[src/rtl/io_port_pkg.sv]
// io_port_pkg: shared constants for the board I/O endpoint (digit count, in_port0 layout, hex-to-segment table)
package io_port_pkg;
  localparam int NUM_DIGITS = 8;
  localparam int IDX_W = $clog2(NUM_DIGITS);
  localparam logic [IDX_W-1:0] IDX_LAST = IDX_W'(NUM_DIGITS - 1);
  localparam int SW_LSB = 0;
  localparam int KEY_LSB = 16;
  localparam logic [7:0] SEG_BLANK = 8'hFF;
  // entry h is the active-low {dp,g,f,e,d,c,b,a} pattern for hex digit h
  localparam logic [15:0][7:0] HEX_SEG = {
    8'h8E, 8'h86, 8'hA1, 8'hC6, 8'h83, 8'h88, 8'h90, 8'h80,
    8'hF8, 8'h82, 8'h92, 8'h99, 8'hB0, 8'hA4, 8'hF9, 8'hC0
  };
  function automatic logic [7:0] hex_to_seg(input logic [3:0] h);
    return HEX_SEG[h];
  endfunction
endpackage

[src/rtl/io_debounce.sv]
// io_debounce: 2-flop synchronizer plus per-bit debouncer (debounce stage only with IO_DEBOUNCE_EN)
// ports: clock, resetn (sync, active-low), raw_i (async bits), stable_o (conditioned bits)
module io_debounce
  import io_port_pkg::*;
#(
  parameter int W = 1,
  parameter int DB_CYCLES = 4,
  parameter logic [W-1:0] RST_VAL = '0
) (
  input  logic         clock,
  input  logic         resetn,
  input  logic [W-1:0] raw_i,
  output logic [W-1:0] stable_o
);
  logic [W-1:0] s1_q, s2_q;
  always_ff @(posedge clock)
    if (!resetn) begin
      s1_q <= RST_VAL;
      s2_q <= RST_VAL;
    end else begin
      s1_q <= raw_i;
      s2_q <= s1_q;
    end
`ifdef IO_DEBOUNCE_EN
  localparam int CW = $clog2(DB_CYCLES);
  localparam logic [CW-1:0] CNT_MAX = CW'(DB_CYCLES - 1);
  logic [W-1:0] stable_q, stable_d;
  logic [W-1:0][CW-1:0] cnt_q, cnt_d;
  // a bit must disagree with its stable value for DB_CYCLES consecutive cycles to flip it
  always_comb begin
    stable_d = stable_q;
    cnt_d = cnt_q;
    for (int i = 0; i < W; i++) begin
      if (s2_q[i] == stable_q[i]) cnt_d[i] = '0;
      else if (cnt_q[i] == CNT_MAX) begin
        stable_d[i] = s2_q[i];
        cnt_d[i] = '0;
      end else cnt_d[i] = cnt_q[i] + 1'b1;
    end
  end
  always_ff @(posedge clock)
    if (!resetn) begin
      stable_q <= RST_VAL;
      cnt_q <= '0;
    end else begin
      stable_q <= stable_d;
      cnt_q <= cnt_d;
    end
  assign stable_o = stable_q;
`else
  // DB_CYCLES has no effect without the debounce stage
  if (DB_CYCLES < 2) begin : g_db_unused
  end
  assign stable_o = s2_q;
`endif
endmodule

[src/rtl/io_port_device.sv]
// io_port_device: switch/key conditioning into in_port0 and 8-digit multiplexed hex display of out_port0/1
// ports: clock, resetn (sync, active-low), sw[9:0], key[3:0] (active-low), out_port0/1 (bits [15:0] shown),
//        in_port0 = {12'd0, ~key, 6'd0, sw}, an (active-low digit enable), seg (active-low {dp,g..a})
// IO_DEBOUNCE_EN: enables the debouncers; otherwise inputs are only synchronized
module io_port_device
  import io_port_pkg::*;
#(
  parameter int DB_CYCLES = 50000,
  parameter int SCAN_DIV = 50000
) (
  input  logic        clock,
  input  logic        resetn,
  input  logic [9:0]  sw,
  input  logic [3:0]  key,
  input  logic [31:0] out_port0,
  input  logic [31:0] out_port1,
  output logic [31:0] in_port0,
  output logic [7:0]  an,
  output logic [7:0]  seg
);
  localparam int DW = $clog2(SCAN_DIV);
  localparam logic [DW-1:0] DIV_MAX = DW'(SCAN_DIV - 1);
  logic [9:0] sw_db;
  logic [3:0] key_db;
  logic [31:0] in_port_q, in_port_d;
  logic [DW-1:0] div_q, div_d;
  logic [IDX_W-1:0] idx_q, idx_d;
  logic [31:0] snap_q, snap_d;
  logic [7:0] an_q, seg_q;
  logic wrap;
  logic unused_hi;
  assign unused_hi = ^{out_port0[31:16], out_port1[31:16]};
  io_debounce #(.W(10), .DB_CYCLES(DB_CYCLES), .RST_VAL('0)) u_sw_db (
    .clock(clock),
    .resetn(resetn),
    .raw_i(sw),
    .stable_o(sw_db)
  );
  io_debounce #(.W(4), .DB_CYCLES(DB_CYCLES), .RST_VAL('1)) u_key_db (
    .clock(clock),
    .resetn(resetn),
    .raw_i(key),
    .stable_o(key_db)
  );
  // the snapshot only refreshes as the scan leaves the last digit, so a frame never mixes old and new writes
  always_comb begin
    in_port_d = '0;
    in_port_d[SW_LSB +: 10] = sw_db;
    in_port_d[KEY_LSB +: 4] = ~key_db;
    wrap = div_q == DIV_MAX;
    div_d = wrap ? '0 : div_q + 1'b1;
    idx_d = wrap ? idx_q + 1'b1 : idx_q;
    snap_d = (wrap && idx_q == IDX_LAST) ? {out_port1[15:0], out_port0[15:0]} : snap_q;
  end
  always_ff @(posedge clock)
    if (!resetn) begin
      in_port_q <= '0;
      div_q <= '0;
      idx_q <= '0;
      snap_q <= '0;
      an_q <= SEG_BLANK;
      seg_q <= SEG_BLANK;
    end else begin
      in_port_q <= in_port_d;
      div_q <= div_d;
      idx_q <= idx_d;
      snap_q <= snap_d;
      an_q <= ~(8'd1 << idx_q);
      seg_q <= hex_to_seg(snap_q[{idx_q, 2'b00} +: 4]);
    end
  assign in_port0 = in_port_q;
  assign an = an_q;
  assign seg = seg_q;
endmodule

[config.mk]
export PLATFORM = sky130hd
export DESIGN_NAME = io_port_device
export DESIGN_NICKNAME = d
export VERILOG_FILES = /design/src/rtl/io_port_pkg.sv /design/src/rtl/io_debounce.sv /design/src/rtl/io_port_device.sv
export SDC_FILE = /design/constraint.sdc
export NUM_CORES = 1
export LEC_CHECK = 0
export ABC_CLOCK_PERIOD_IN_PS = 2700
export BUFFER_PORTS_ARGS = -buffer_cell sky130_fd_sc_hd__buf_2
export CAP_MARGIN = 15
export CELL_PAD_IN_SITES_DETAIL_PLACEMENT = 1
export CELL_PAD_IN_SITES_GLOBAL_PLACEMENT = 2
export CORE_MARGIN = 2
export CORE_UTILIZATION = 30
export CTS_CLUSTER_SIZE = 40
export DETAILED_ROUTE_END_ITERATION = 7
export PLACE_DENSITY_LB_ADDON = 0.3
export SLEW_MARGIN = 20
export SYNTH_ARGS = -nofsm -noshare
export SYNTH_HDL_FRONTEND = slang
export SYNTH_SLANG_ARGS = --single-unit
[constraint.sdc]
create_clock -name clock -period 2.7 [get_ports clock]
set_clock_uncertainty 0.1 [all_clocks]
set_input_delay 0.135 -clock clock [delete_from_list [all_inputs] [get_ports clock]]
set_output_delay 0.135 -clock clock [all_outputs]
set_load 0.005 [all_outputs]
Word level (Yosys, flattened, before mapping)
Memories as Yosys holds them, arrays and structs flattened. A register that Yosys moved wholly into a read port is not among the register bits.
Cells that the tools add are included.
- memory bits (read-only): 128
- memories: 1
- register bits after elaboration: 119
- RAM bits: 0
- latch bits: 0
- memories (memory ; words ; width ; rd ports ; clocked after memory_dff ; write ports ; line ; source):
    (no name shown) ; 16 ; 8 ; 1 ; 1 ; 0 ; io_port_pkg.sv:15 ; return HEX_SEG[h];
- reduce and logical (&&, ||, !) cells: 3
- multiplexer cells: 0
- add/subtract/negate cells: 2
- multiply operators: 0
- $lt $le $gt $ge: 0
- equality and inequality tests: 2
- divide/modulo/power cells: 0
- bitwise logic cells: 3
- shifts and indexed selects: 2
- operators by type and width (operator ; number):
    $shiftx 32x6->4 ; 1
    $add 16x1->16 const B ; 1
    $eq 16x16->1 const B ; 1
    $not 8->8 ; 1
    $shl 1x3->8 const A ; 1
    $not 4->4 ; 1
    $add 3x1->3 const B ; 1
    $eq 3x3->1 const B ; 1
    $reduce_or 2->1 ; 1
    $logic_and 1x1->1 ; 1
    $logic_not 1->1 ; 1
    $not 1->1 ; 1

Longest topological paths before layout
Gate-level depths: netlist of the first run.
- word-level depth: 2
- mapped depth: 9

Cells and area by module
A second synthesis of the first run with hierarchy kept.
- cells, all modules: 429
- area, all modules: 4214.0 µm²
- modules (own cells, without submodules) (module ; cells an instance ; area an instance (µm²) ; times used):
    io_port_device ; 371 ; 3442.1 ; 1
    io_debounce at u_sw_db ; 42 ; 561.8 ; 1
    io_debounce at u_key_db ; 16 ; 210.2 ; 1

Worst setup path after synthesis of the first run
OpenSTA, ideal clock, no wires.
- kind: reg2reg
- from: register idx_q[1]
- to: register seg_q[3], in the netlist seg[3]
- setup time: 140 ps
- clock period less this slack: 2378 ps
- arrival time: 2137 ps
- setup slack: 322 ps
- cell stages (with the launch flop): 10
- buffers on the path: 1
- cell sequence: dfxtp_1 buf_6 mux4_2 mux2i_1 inv_1 ha_1 inv_1 a21oi_1 a2111oi_0 a31oi_1
- longest elaborated chain between the ends: 1
- RTL lines (element ; line ; source):
    start: declaration ; io_port_device.sv:27 ; logic [IDX_W-1:0] idx_q, idx_d;
    start signal: assignment ; io_port_device.sv:66 ; idx_q <= idx_d;
    $shiftx 32x6->4 ; io_port_device.sv:69 ; seg_q <= hex_to_seg(snap_q[{idx_q, 2'b00} +: 4]);
    end: declaration ; io_port_device.sv:29 ; logic [7:0] an_q, seg_q;
No other way between the ends.
A chain may end at the register's enable or synchronous reset.

Worst setup path in the final report of the first run
Same ends and word-level chain as after synthesis.

==> results.tsv, run 1 <==
stage	metric	value	unit
status	status	completed	
critical_path	startpoint types	register	
critical_path	WP data required	2.82	ns
power_and_ir_drop	Clk pwr share	42.5	%
global_routing	vias in the first global route	3290	
layout	Final nets	646	
placed_design	gpl congestion	0.721	
power_and_ir_drop	switching portion of total power	23.1	%
synth	Most used DFF post-synth	dfxtp_1	
placed_design	Placed Cells	676	
min_path	min-delay src	resetn	
cts	H-tree depth	3	
layout	layout cells sized above 1	22.6	%
layout	diode count	0	
global_routing	first-pass GRT wire length	15.6	mm
route	DRC	0	
global_routing	All-Layer GR Usage	13.5	%
route	final wirelength	9.63	mm
cts	CTS sink count	108	
timing	Pins Over Slew Limit	0	
synth	register area share after synthesis	51.4	%
cts	worst skew pair latency	0.35	ns
timing	RSZ-0062 raised after global routing	no	
power_and_ir_drop	Max VDD drop	364	uV
route	DR vias	3205	
global_routing	global route hottest layer	met2	
floorplan	Row Count	43	
layout	register area	0.00216	mm2
synth	async set-reset flop share out of synthesis	0	%
synth	Synth Cell Area	0.00421	mm2
power_and_ir_drop	Internal	2400	uW
route	DR iter-0 viols	91	
floorplan	DIE AREA	0.0150	mm2
placed_design	I/O Buffers	76	
min_path	Hold Crit Class	in -> reg	
global_routing	initial antenna violation count	0	
timing	setup TNS	0	ns
synth	synth top area cells	dfxtp_1, nand2_1, and2_1, a21oi_1, ha_1	
layout	Post-Layout Cell Count	738	
critical_path	Worst setup EP type	register	
synth	Cells after Synth	431	
synth	Post-synth EDFFs	0	
power_and_ir_drop	part of the power in registers	52.4	%
critical_path	Max FO, Critical Path	5	
synth	yosys warns	0	
route	WL per Instance	13.1	um
global_routing	gr ovfl total	0	
floorplan	Starting Density	30.6	%
timing	minimum clock period after layout	2.39	ns
synth	largest area contributor in the netlist	dfxtp_1	
route	Final ANT Viol Nets	0	
cts	CTS tree	done	
power_and_ir_drop	PD cells	572	mW/mm2
route	drt pass-1 iters	6	
timing	final setup vio count	0	
synth	#FFs+latches synth	108	
layout	area of the multi-input gates	0.00180	mm2
global_routing	GR Util met1	15.7	%
synth	share of the synthesized area in the top cell type	51.4	%
critical_path	crit path kind	reg -> reg	
synth	top post-synthesis cells by count	dfxtp_1, nand2_1, a21oi_1, and2_1, nor2_1	
global_routing	pin count of the biggest net entering global routing	39	
cts	worst-case clock buffer depth	2	
power_and_ir_drop	leakage power	0.00223	uW
power_and_ir_drop	Psw	720	uW
floorplan	die extent in x	122	um
cts	clock buffer count from CTS	9	
timing	Fmax	419	MHz
power_and_ir_drop	Comb pwr share	5.1	%
synth	Mean Syn Cell Area	9.76	um2
floorplan	core footprint	0.0138	mm2
timing	period utilization	88.4	%
timing	relative slew slack	65.7	%
global_routing	met3 Use GR	3.25	%
critical_path	FF-to-FF Start	idx_q[1]	
timing	Fin. Hold Viols	0	
timing	hold_ws	0.0409	ns
synth	count leader, synth	dfxtp_1	
cts	# Post-CTS Setup Buffers	0	
synth	Synth cell types	49	
critical_path	Critical Path AT	2.51	ns
cts	clock root buffer	clkbuf_16	
placed_design	placed wire-length estimate	6.74	mm
route	Via-to-Cell Ratio	4.34	
layout	synthesis-to-layout area growth	29.6	%
global_routing	met2 GRT Util	23.6	%
timing	Slew @ Worst Pin	0.513	ns
run	max-cap viol count	0	
critical_path	Critical path origin	idx_q[1]	
floorplan	Die Span Y	122	um
floorplan	I/O pins	128	
layout	fill count	1602	
power_and_ir_drop	Final Power	3120	uW
cts	Clock transition at path regs	0.08	ns
## flip-flops by register name, indices dropped and copies added (netlist names)
| name | count |
|---|---|
| u_key_db.stable_o | 4 |
| u_key_db.s1_q | 4 |
| div_q | 16 |
| snap_q | 32 |
| idx_q | 3 |
| an | 8 |
| in_port0 | 14 |
| seg | 7 |
| u_sw_db.s1_q | 10 |
| u_sw_db.stable_o | 10 |
## cells by family (layout without fill, tap and decap cells)
group	count (synthesis)	count (layout)	synth area share, %
AND/OR/NAND/NOR	175	175	20.2
multiplexers	17	17	6.39
AO/OA/AOI/OAI	52	52	7.52
buffers and inverters	49	159	7.37
other	2	19	0.178
adder cells (fa/ha/maj)	13	13	3.87
XOR/XNOR	15	15	3.12
flip-flops	108	108	51.4
## worst max-delay path: stages, from the launching register on
cell,delay [ns]
dfxtp_2,0.42
mux4_2,0.51
mux2i_1,0.25
inv_1,0.14
ha_1,0.22
inv_1,0.07
a21oi_1,0.04
a2111oi_0,0.43
a31oi_1,0.07
## what timing repair did
action	4_1_cts	5_1_grt
endpoints found under the hold margin	46	0
hold buffers	46	0
endpoints found under the setup margin	0	1
resized for setup	0	1
## cell usage in the layout (no fill, tap or decap), drive strengths merged, types with 2 or more instances in the layout
| cell | n |
|---|---|
| dfxtp | 108 |
| buf | 88 |
| nand2 | 77 |
| dlygate4sd3 | 46 |
| a21oi | 36 |
| and2 | 30 |
| nor2 | 29 |
| conb | 19 |
| ha | 13 |
| inv | 13 |
| nand3 | 11 |
| clkbuf | 10 |
| nand2b | 8 |
| xnor2 | 8 |
| mux2i | 8 |
| xor2 | 7 |
| mux4 | 6 |
| and3 | 4 |
| o21ai | 4 |
| nor3 | 4 |
| a31oi | 3 |
| mux2 | 3 |
| o221ai | 3 |
| nand4 | 3 |
| and4bb | 2 |
| or2 | 2 |
| clkinv | 2 |
## area by class of cell
class                      count  area share [%]
inverter                       9           0.619
sequential                   108            39.7
multi-input combinational    291            33.0
timing repair buffer         134            17.1
clock buffer                  10            4.38
clock inverter                 6            1.15
tap                          180            4.13
## through the flow
step	setup slack, ns	area, um2	util [%]
2_1_floorplan	0.322	4270	-
5_1_grt	0.114	5450	39.6
4_1_cts	0.166	5450	39.6
3_5_place_dp	0.187	4690	34.1
3_3_place_gp	0.272	4690	34.1
6_report	0.312	5450	39.6
## final timing paths
check | end | slack [ns] | cells after the start
worst min-delay path | seg[0] | 0.04 | 2
worst max-delay path | seg[3] | 0.31 | 8
worst min register to register | in_port0[16] | 0.29 | 1
worst max register to register | seg[3] | 0.31 | 8
## metal layers
| layer | vias up | share of wire [%] |
|---|---|---|
| li1 | 1620 | - |
| met1 | 1503 | 45 |
| met2 | 71 | 49 |
| met3 | 11 | 4.3 |
| met4 | 0 | 1.8 |
| met5 | - | 0 |
## power by group through the flow
stage	Clock (uW)	Sequential [uW]	Combinational (uW)
finish	1330	1640	158
floorplan	0	1670	68.7
detailed placement	0	1670	107
global placement	0	1670	105
CTS	1370	1640	159
global route	1430	1640	179
Note: power is estimated with default switching activity, not from simulation.
==> run 2, diff against run 1 <==
- CELL_PAD_IN_SITES_GLOBAL_PLACEMENT: 2 -> 1
- CORE_MARGIN: 2 -> not set
- CORE_UTILIZATION: 30 -> 38
- CTS_BUF_LIST: not set -> sky130_fd_sc_hd__clkbuf_16
==> run 2 against run 1 <==
Compared with the run above:
- non-clock buffer count fell by 2
- design area fell by 1.7%
- die area fell by 23%
- hold slack improved by 0.12 ns
- register-to-register slack got worse by 0.06 ns
==> results.tsv, run 2 (synthesis results as in run 1) <==
stage	metric	value	unit
status	status	completed	
route	DRC	0	
cts	clock root buffer	clkbuf_16	
critical_path	WP data required	2.81	ns
timing	hold_ws	0.165	ns
layout	max reg flops	32	
timing	Fmax	408	MHz
timing	setup TNS	0	ns
floorplan	DIE AREA	0.0115	mm2
layout	layout cells sized above 1	21.7	%
cts	worst skew pair latency	0.35	ns
power_and_ir_drop	Max VDD drop	391	uV
global_routing	All-Layer GR Usage	18.9	%
layout	commonest non-fill, non-tap cells in the layout	dfxtp_1, nand2_1, buf_2, dlygate4sd3_1, a21oi_1	
global_routing	vias in the first global route	3418	
cts	H-tree depth	3	
layout	synthesis-to-layout area growth	27.5	%
power_and_ir_drop	PD cells	572	mW/mm2
run	max-cap viol count	0	
cts	Clock transition at path regs	0.07	ns
cts	clock buffer count from CTS	9	
placed_design	placed inst area	0.00463	mm2
layout	diode count	0	
route	WL per Instance	14.4	um
critical_path	R2R depth	8	
global_routing	gr ovfl total	0	
cts	# Post-CTS Setup Buffers	0	
cts	CTS tree	done	
global_routing	initial antenna violation count	0	
cts	Post-CTS Hold Fix Bufs	46	
layout	Final nets	644	
timing	Fin. Hold Viols	0	
layout	area of the multi-input gates	0.00180	mm2
timing	minimum clock period after layout	2.45	ns
route	drt pass-1 iters	4	
min_path	Hold Crit Class	in -> reg	
floorplan	die extent in x	107	um
cts	CTS sink count	108	
critical_path	Critical Path AT	2.56	ns
layout	register area	0.00216	mm2
route	Final ANT Viol Nets	0	
global_routing	first-pass GRT wire length	16.3	mm
route	DR iter-0 viols	106	
cts	worst-case clock buffer depth	2	
floorplan	Die Span Y	107	um
route	DR vias	3290	
timing	RSZ-0062 raised after global routing	no	
timing	Pins Over Slew Limit	0	
placed_design	Placed Cells	634	
layout	Finished Cell Area	0.00536	mm2
layout	Biggest register	snap_q	
layout	fill count	1232	
floorplan	core footprint	0.0108	mm2
route	final wirelength	9.99	mm
power_and_ir_drop	leakage power	0.00221	uW
min_path	WHS Path Cells	3	
global_routing	pin count of the biggest net entering global routing	51	
critical_path	Worst setup EP type	register	
layout	Final Core Density	49.7	%
placed_design	I/O Buffers	76	
placed_design	placed wire-length estimate	6.57	mm
floorplan	Row Count	38	
layout	Post-Layout Cell Count	694	
layout	commonest non-fill, non-tap cell in the layout	dfxtp_1	
cts	post_cts resized	0	
critical_path	startpoint types	register	
timing	final setup vio count	0	
timing	period utilization	90.8	%
placed_design	gpl congestion	0.773	
critical_path	crit path kind	reg -> reg	
floorplan	Starting Density	39.0	%
route	Via-to-Cell Ratio	4.74	
critical_path	Max FO, Critical Path	5	
floorplan	I/O pins	128	
run 2: critical path: stages, from the launching register on:
cell,delay [ns]
dfxtp_1,0.47
mux4_2,0.53
mux2i_1,0.23
inv_1,0.14
ha_1,0.22
inv_1,0.08
a21oi_1,0.05
a2111oi_0,0.42
a31oi_1,0.08
run 2: final timing paths:
check | startpoint | end | slack, ns
worst min-delay path | resetn | snap_q[6] | 0.16
worst max-delay path | idx_q[1] | seg[3] | 0.25
worst min register to register | u_key_db.stable_o[0] | in_port0[16] | 0.29
worst max register to register | idx_q[1] | seg[3] | 0.25
run 2: stage by stage:
stage | total power, uW | worst slack, ns
global placement | 1780 | 0.339
CTS | 3110 | 0.233
global route | 3190 | 0.137
finish | 3070 | 0.249
detailed placement | 1780 | 0.259
floorplan | 1740 | 0.322
run 2: final cells by class:
type | count | share of cell area [%]
Timing Repair Buffer | 132 | 17.1
Tap cell | 140 | 3.27
Sequential cell | 108 | 40.3
Clock inverter | 5 | 0.980
Inverter | 9 | 0.630
Multi-Input combinational cell | 291 | 33.5
Clock buffer | 9 | 4.20
run 2: power by group:
group          internal (uW)  total, uW  leakage [uW]  switching (uW)
combinational           94.5        161       0.00119            66.7
sequential              1630       1640      0.000881            10.1
clock                    706       1270      0.000139             563
run 2: routing by layer:
metal / track usage [%] / routed length, um / vias up
met3: 4.38 / 460 / 16
met1: 19.9 / 4130 / 1593
li1: - / - / 1605
met5: 0 / 0 / -
met4: 9.20 / 238 / 0
met2: 34.9 / 5160 / 76
==> run 3, diff against run 2 <==
- CAP_MARGIN: 15 -> not set
- RECOVER_POWER: not set -> 25
==> run 3 against run 2 <==
Compared with the run above:
- critical path depth did not move
- combinational power about the same
- hold slack lost 0.0098 ns
- via count fell by 0.21%
- total power about the same
- largest cell class unchanged
- routed wire length is 0.38% higher
- non-clock buffer count unchanged
- first-iteration DRC count is 0.94% lower
- global-route usage did not move
- clock-buffer cell count is the same
- final cell count stayed put
- maximum frequency hardly changed
==> results.tsv, run 3 (synthesis results as in run 1) <==
stage	metric	value	unit
placed_design	gpl congestion	0.773	
min_path	WHS Path Cells	3	
cts	CTS sink count	108	
route	DR vias	3283	
cts	clock root buffer	clkbuf_16	
critical_path	slowest stage cell, crit path	mux4_2	
layout	layout cells sized above 1	21.5	%
cts	Clock transition at path regs	0.07	ns
route	DRC	0	
min_path	min-delay src	resetn	
global_routing	first-pass GRT wire length	16.3	mm
cts	clock buffer count from CTS	9	
layout	max reg flops	32	
cts	worst skew pair latency	0.35	ns
timing	setup TNS	0	ns
critical_path	crit path kind	reg -> reg	
floorplan	I/O pins	128	
critical_path	FF-to-FF Start	idx_q[1]	
layout	synthesis-to-layout area growth	27.4	%
floorplan	die extent in x	107	um
layout	commonest non-fill, non-tap cells in the layout	dfxtp_1, nand2_1, buf_2, dlygate4sd3_1, a21oi_1	
global_routing	initial antenna violation count	0	
critical_path	most used cell, CP	inv_1	
route	DR iter-0 viols	105	
timing	RSZ-0062 raised after global routing	no	
timing	minimum clock period after layout	2.45	ns
layout	Finished Cell Area	0.00536	mm2
floorplan	core footprint	0.0108	mm2
global_routing	pin count of the biggest net entering global routing	51	
timing	period utilization	90.8	%
layout	Biggest register	snap_q	
timing	final setup vio count	0	
critical_path	WP data required	2.81	ns
timing	Pins Over Slew Limit	0	
critical_path	slowest stage delay, CP	0.53	ns
placed_design	placed inst area	0.00463	mm2
layout	commonest non-fill, non-tap cell in the layout	dfxtp_1	
cts	H-tree depth	3	
layout	Final nets	644	
min_path	Hold Path End	snap_q[6]	
critical_path	family with the most delay on the worst path	multiplexers	
critical_path	startpoint types	register	
critical_path	R2R depth	8	
timing	Fmax	408	MHz
route	drt pass-1 iters	4	
critical_path	crit-path cells	mux4_2, mux2i_1, inv_1, ha_1, inv_1, a21oi_1, a2111oi_0, a31oi_1	
power_and_ir_drop	Max VDD drop	391	uV
power_and_ir_drop	Final Power	3070	uW
critical_path	Max FO, Critical Path	5	
floorplan	Starting Density	39.0	%
power_and_ir_drop	leakage power	0.00221	uW
cts	post_cts resized	0	
route	Final ANT Viol Nets	0	
floorplan	Row Count	38	
floorplan	Die Span Y	107	um
min_path	Hold Crit Class	in -> reg	
critical_path	Critical Path AT	2.56	ns
status	status	completed	
critical_path	flop2flop setup slack	0.25	ns
placed_design	I/O Buffers	76	
global_routing	vias in the first global route	3418	
global_routing	All-Layer GR Usage	18.9	%
layout	diode count	0	
timing	Fin. Hold Viols	0	
placed_design	placed wire-length estimate	6.57	mm
timing	hold_ws	0.155	ns
critical_path	Worst Path Buf+Inv	2	
critical_path	Worst setup EP type	register	
power_and_ir_drop	PD cells	572	mW/mm2
route	final wirelength	10.0	mm
cts	CTS tree	done	
route	Via-to-Cell Ratio	4.73	
run	max-cap viol count	0	
floorplan	DIE AREA	0.0115	mm2
global_routing	gr ovfl total	0	
route	WL per Instance	14.4	um
cts	worst-case clock buffer depth	2	
critical_path	worst r2r dst	seg[3]	
[run 3: report_power, final]
group          switching, uW  total [uW]  internal [uW]
clock network            563        1270            706
registers               10.1        1640           1630
logic                   66.9         161           93.9
[run 3: metrics by stage]
stage	utilization (%)	worst slack, ns	cells
3_5_place_dp	42.9	0.259	634
4_1_cts	49.7	0.233	694
5_1_grt	49.7	0.137	694
3_3_place_gp	42.9	0.339	634
2_1_floorplan	-	0.322	448
6_report	49.7	0.249	694
[run 3: final cells by class]
type,instances,area (um2)
fillers,1233,5430
clock inverters,5,52.6
well taps,140,175
clock buffers,9,225
flip-flops and latches,108,2160
multi-input cells,291,1800
repair buffers,132,915
inverters,9,33.8
[run 3: tightest hold or removal path, cell delays in order]
cell and delay [ns]:
clkbuf_1 0.09, clkinv_1 0.26, a21oi_1 0.06
[run 3: how the worst max path moves through the flow]
stage | from | end | slack, ns | cells past startpoint
final | idx_q[1] | seg[3] | 0.25 | 8
after global routing | idx_q[1] | seg[3] | 0.14 | 8
after CTS | idx_q[1] | seg[3] | 0.23 | 8
after detailed placement | idx_q[1] | seg[3] | 0.26 | 8
after global placement | idx_q[1] | seg[3] | 0.34 | 8
after floorplan | idx_q[1] | seg[3] | 0.32 | 9
[run 3: per-layer routing]
metal | GRT usage, % | vias to the layer above | part of all wire, %
li1 | - | 1606 | -
met1 | 19.9 | 1590 | 41
met2 | 34.9 | 71 | 52
met3 | 4.38 | 16 | 4.3
met4 | 9.20 | 0 | 2.4
met5 | 0 | - | 0
[run 3: timing repair]
| item | CTS | global route |
|---|---|---|
| hold buffers | 46 | 0 |
| hold endpoints to repair | 46 | 0 |
| buffers inserted | 0 | 0 |
